--- src/rtl/capture_pkg.sv ---
// Shared constants, state encoding and address helper
// for the camera frame capture block.
package capture_pkg;

  localparam int H_BYTES_DEF = 1280;
  localparam int V_LINES_DEF = 480;
  localparam int DECIM_DEF   = 4;
  localparam int OUT_W       = 160;
  localparam int OUT_H       = 120;

  typedef enum logic [1:0] {
    IDLE    = 2'd0,
    ARM     = 2'd1,
    CAPTURE = 2'd2,
    DONE    = 2'd3
  } cap_state_t;

  // row*160 + col as two shifts and adds
  function automatic logic [14:0] fb_addr(
    input logic [8:0]  row,
    input logic [10:0] col
  );
    logic [14:0] r;
    r = {6'b0, row};
    return (r << 7) + (r << 5) + {4'b0, col};
  endfunction

endpackage

--- src/rtl/cam_sync.sv ---
// Two-flop synchronizer for the camera bus plus
// pclk / h_ref / v_sync edge detection.
module cam_sync (
  input  logic       clk_25,
  input  logic       reset,
  input  logic       pclk,
  input  logic       h_ref,
  input  logic       v_sync,
  input  logic [7:0] data_in,
  output logic       pclk_rise,
  output logic       href_lvl,
  output logic       href_fall,
  output logic       vs_rise,
  output logic       vs_fall,
  output logic [7:0] data_s
);

  logic [10:0] s1;
  logic [10:0] s2;
  logic [2:0]  prev;
  logic [2:0]  fill;
  logic        primed;

  always_ff @(posedge clk_25) begin
    if (reset) begin
      s1   <= '0;
      s2   <= '0;
      prev <= '0;
      fill <= '0;
    end else begin
      s1   <= {pclk, h_ref, v_sync, data_in};
      s2   <= s1;
      prev <= s2[10:8];
      fill <= {fill[1:0], 1'b1};
    end
  end

  // edges only once both s2 and prev hold real samples
  assign primed    = fill[2];
  assign pclk_rise = primed & s2[10] & ~prev[2];
  assign href_fall = primed & ~s2[9] & prev[1];
  assign vs_rise   = primed & s2[8] & ~prev[0];
  assign vs_fall   = primed & ~s2[8] & prev[0];
  assign href_lvl  = s2[9];
  assign data_s    = s2[7:0];

endmodule

--- src/rtl/capture_ctrl.sv ---
// Camera frame capture: decimates a synced camera stream
// into 2-bit pixels written to a 160x120 frame buffer.
module capture_ctrl
  import capture_pkg::*;
#(
  parameter int H_BYTES = H_BYTES_DEF,
  parameter int V_LINES = V_LINES_DEF,
  parameter int DECIM   = DECIM_DEF
) (
  input  logic        clk_25,
  input  logic        reset,
  input  logic        start,
  input  logic        pclk,
  input  logic        h_ref,
  input  logic        v_sync,
  input  logic [7:0]  data_in,
  output logic        busy,
  output logic        wr_en,
  output logic [14:0] wr_addr,
  output logic [1:0]  wr_data,
  output logic        frame_done,
  output logic        short_frame
);

  localparam int CSH = $clog2(2 * DECIM);
  localparam int RSH = $clog2(DECIM);
  localparam logic [10:0] BMASK = 11'(2 * DECIM - 1);
  localparam logic [8:0]  LMASK = 9'(DECIM - 1);
  localparam logic [10:0] HB_L  = 11'(H_BYTES);
  localparam logic [8:0]  VL_L  = 9'(V_LINES);

  logic       pclk_rise;
  logic       href_s;
  logic       href_fall;
  logic       vs_rise;
  logic       vs_fall;
  logic [7:0] cam_data;
  logic       unused_low;

  cap_state_t  st;
  logic [10:0] byte_cnt;
  logic [8:0]  line_cnt;
  logic [8:0]  line_nxt;
  logic [10:0] col;
  logic [8:0]  row;
  logic        in_win;
  logic        take;

  cam_sync u_sync (
    .clk_25    (clk_25),
    .reset     (reset),
    .pclk      (pclk),
    .h_ref     (h_ref),
    .v_sync    (v_sync),
    .data_in   (data_in),
    .pclk_rise (pclk_rise),
    .href_lvl  (href_s),
    .href_fall (href_fall),
    .vs_rise   (vs_rise),
    .vs_fall   (vs_fall),
    .data_s    (cam_data)
  );

  assign unused_low = ^cam_data[5:0];

  assign col = byte_cnt >> CSH;
  assign row = line_cnt >> RSH;

  assign in_win = (byte_cnt < HB_L)
               && (line_cnt < VL_L)
               && (col < 11'(OUT_W))
               && (row < 9'(OUT_H));

  assign take = pclk_rise && href_s
             && ((byte_cnt & BMASK) == '0)
             && ((line_cnt & LMASK) == '0)
             && in_win;

  // empty h_ref pulses do not count as lines
  assign line_nxt =
    (href_fall && byte_cnt != '0 && line_cnt != '1)
      ? line_cnt + 9'd1 : line_cnt;

  always_ff @(posedge clk_25) begin
    if (reset) begin
      st          <= IDLE;
      busy        <= 1'b0;
      wr_en       <= 1'b0;
      wr_addr     <= '0;
      wr_data     <= '0;
      frame_done  <= 1'b0;
      short_frame <= 1'b0;
      byte_cnt    <= '0;
      line_cnt    <= '0;
    end else begin
      wr_en <= 1'b0;
      unique case (st)
        IDLE: begin
          if (start) begin
            st   <= ARM;
            busy <= 1'b1;
          end
        end
        ARM: begin
          if (vs_fall) begin
            st       <= CAPTURE;
            byte_cnt <= '0;
            line_cnt <= '0;
          end
        end
        CAPTURE: begin
          if (vs_rise) begin
            st          <= DONE;
            frame_done  <= 1'b1;
            short_frame <= (line_nxt < VL_L);
          end else begin
            if (pclk_rise && href_s && byte_cnt != '1)
              byte_cnt <= byte_cnt + 11'd1;
            if (href_fall) begin
              byte_cnt <= '0;
              line_cnt <= line_nxt;
            end
            if (take) begin
              wr_en   <= 1'b1;
              wr_addr <= fb_addr(row, col);
              wr_data <= cam_data[7:6];
            end
          end
        end
        DONE: begin
          st         <= IDLE;
          busy       <= 1'b0;
          frame_done <= 1'b0;
        end
        default: st <= IDLE;
      endcase
    end
  end

endmodule

--- config.mk ---
export PLATFORM = sky130hd
export DESIGN_NAME = capture_ctrl
export DESIGN_NICKNAME = d
export VERILOG_FILES = /design/src/rtl/capture_pkg.sv /design/src/rtl/cam_sync.sv /design/src/rtl/capture_ctrl.sv
export SDC_FILE = /design/constraint.sdc
export NUM_CORES = 1
export LEC_CHECK = 0
export ABC_CLOCK_PERIOD_IN_PS = 4520
export BUFFER_PORTS_ARGS = -buffer_cell sky130_fd_sc_hd__buf_2
export CAP_MARGIN = 20
export CORE_ASPECT_RATIO = 0.9
export CORE_MARGIN = 1.5
export CORE_UTILIZATION = 60
export DETAILED_ROUTE_END_ITERATION = 10
export HOLD_SLACK_MARGIN = 0.05
export PLACE_DENSITY_LB_ADDON = 0.15
export SETUP_SLACK_MARGIN = 0.2
export SYNTH_ARGS = -nofsm -noshare
export SYNTH_HDL_FRONTEND = slang
export SYNTH_HIERARCHICAL = 1
export SYNTH_SLANG_ARGS = --single-unit
--- constraint.sdc ---
create_clock -name clk_25 -period 4.52 [get_ports clk_25]
set_input_delay 0.452 -clock clk_25 [delete_from_list [all_inputs] [get_ports clk_25]]
set_output_delay 0.452 -clock clk_25 [all_outputs]
set_load 0.005 [all_outputs]
==> out/summary.txt <==
status: complete, no violations
DP Worst Slack: 1.74 ns
Cell Rows: 24
fin cells: 424
die width: 78.0 um
hold_buf cts: 0
DR WL/cell: 14.2 um
CTS tree: yes
min-delay worst type: in -> reg
Final Skew: 0.00623 ns
TritonCTS Buffers: 9
GRT overflow: 0
final hold vios: 0
Area Growth Syn to Fin: 11.7%
DR vias/cell: 5.80
CP Launch Type: register
DP Cell Count: 408
Clk Tree Root Cell: clkbuf_8
achievable frequency: 0.356 GHz
Leak: 1.46 nW
GRT Overall Usage: 23.8%
layout cell share with drive strength beyond 1: 17.8%
IO Count: 35
vias: 2460
DRT Pass-1 Iters: 5
GP Congestion: 0.919
Crit. Startpoint: byte_cnt[10]
pwr/cell area: 373 nW/um^2
initial antenna violation count: 0
DRT Wirelength: 6.01 mm
DP HPWL: 4.13 mm
pin count of the biggest net entering global routing: 54
Die Height: 70.5 um
Worst VDD drop: 0.302 mV
final setup margin: 1.71 ns
post-CTS setup buffers: 0
max-slew violation count: 0
fin crit share: 62.1%
Worst Reg2Reg Path Length in Cells: 9
commonest non-fill, non-tap cell in the layout: dfxtp_1
Worst Max-Slew Pin Slew: 0.901 ns
Final Setup Violations: 0
RSZ-0062 raised after global routing: no
critical path class: reg -> reg
Clock Pin Slew Worst Setup and Hold Paths: 0.07 ns
initial DRC count: 159
number of port buffers: 28
Reg-to-Reg Start: byte_cnt[10]
worst skew pair latency: 0.34 ns
# H-tree levels: 3
Starting Density: 62.4%
DIE AREA: 5490 sq um
end point of the critical path: wr_addr[12]
Syn Area/Cell: 9.28 sq um
RR Endpoint: wr_addr[12]
Syn. warnings: 6
Clock Tree Buf Depth: 2
DRC errors left: 0
Sinks on Clock Net: 59
final net count: 392
arrival time worst endpoint: 3.04 ns
vias in the first global route: 2216
Syn Nets: 365
Max-slew headroom: 39.9%
ant diodes: 0
Required @ worst endpoint: 4.75 ns
Mapped Cells: 327
first-pass GRT wire length: 10.3 mm
post-CTS sizing: 0
setup_tns: 0 ns
core area: 4860 sq um
FF-to-FF setup slack: 1.71 ns
max-cap viol count: 0
crit path max fanout: 5
Mapped Area: 3030 sq um
CP endpoint kind: register
antenna-violating nets left: 0
highest-count cells in the layout ignoring fill and taps: dfxtp_1 (59), nor2_1 (33), buf_2 (28)
min Tclk post-route: 2.81 ns
cell type report:
| cell class | count | area, sq um |
|---|---|---|
| inverters | 18 | 67.6 |
| fillers | 408 | 1480 |
| repair buffers | 29 | 148 |
| multi-input cells | 237 | 1680 |
| well taps | 65 | 81.3 |
| flip-flops and latches | 59 | 1180 |
| clock inverters | 6 | 88.8 |
| clock buffers | 10 | 138 |
per-stage QoR:
| step | power, mW | hold WS (ns) | instance area, sq um | util, % |
|---|---|---|---|---|
| 6_report | 1.27 | 0.316 | 3390 | 69.7 |
| 2_1_floorplan | 0.703 | 0.414 | 3030 | - |
| 4_1_cts | 1.27 | 0.311 | 3390 | 69.7 |
| 3_5_place_dp | 0.738 | 0.428 | 3160 | 65.0 |
| 5_1_grt | 1.33 | 0.311 | 3390 | 69.7 |
| 3_3_place_gp | 0.731 | 0.415 | 3160 | 65.0 |
flip-flops by register name, summed over array words and instances (netlist names):
| name | flops |
|---|---|
| st | 2 |
| short_frame | 1 |
| wr_en | 1 |
| u_sync/s2 | 5 |
| wr_data | 2 |
| line_cnt | 9 |
| byte_cnt | 11 |
| u_sync/s1 | 5 |
| u_sync/fill | 3 |
| u_sync/prev | 3 |
| frame_done | 1 |
| busy | 1 |
| wr_addr | 15 |
report_power, final:
part	leakage [nW]	internal (mW)	switching (mW)
Clock	0.108	0.325	0.213
Combinational	0.873	0.0657	0.115
Sequential	0.479	0.537	0.0103
critical path, stage by stage, from the launching register on:
cell and delay (ns):
dfxtp_1 0.39, inv_1 0.11, fa_1 0.55, inv_1 0.07, fa_1 0.48, a211oi_1 0.31
o21bai_1 0.13, a21oi_1 0.25, nor4_1 0.08, a311o_1 0.35
per-layer routing:
layer / share of wire [%] / up-vias / GRT usage (%)
li1: - / 1252 / -
met1: 46 / 1128 / 31.2
met2: 46 / 67 / 36.5
met3: 5.5 / 13 / 6.93
met4: 2.1 / 0 / 10.1
met5: 0 / - / 0
worst min path at each step:
stage                        start             end  slack, ns  depth (start not counted)
floorplan           u_sync/fill[0]  u_sync/fill[1]       0.41                          1
global placement    u_sync/fill[0]  u_sync/fill[1]       0.42                          1
detailed placement  u_sync/fill[0]  u_sync/fill[1]       0.43                          1
CTS                     data_in[7]    u_sync/s1[7]       0.31                          2
global route            data_in[6]    u_sync/s1[6]       0.31                          2
finish                  data_in[7]    u_sync/s1[7]       0.32                          2
No activity file was read; power rests on OpenSTA's default activity.
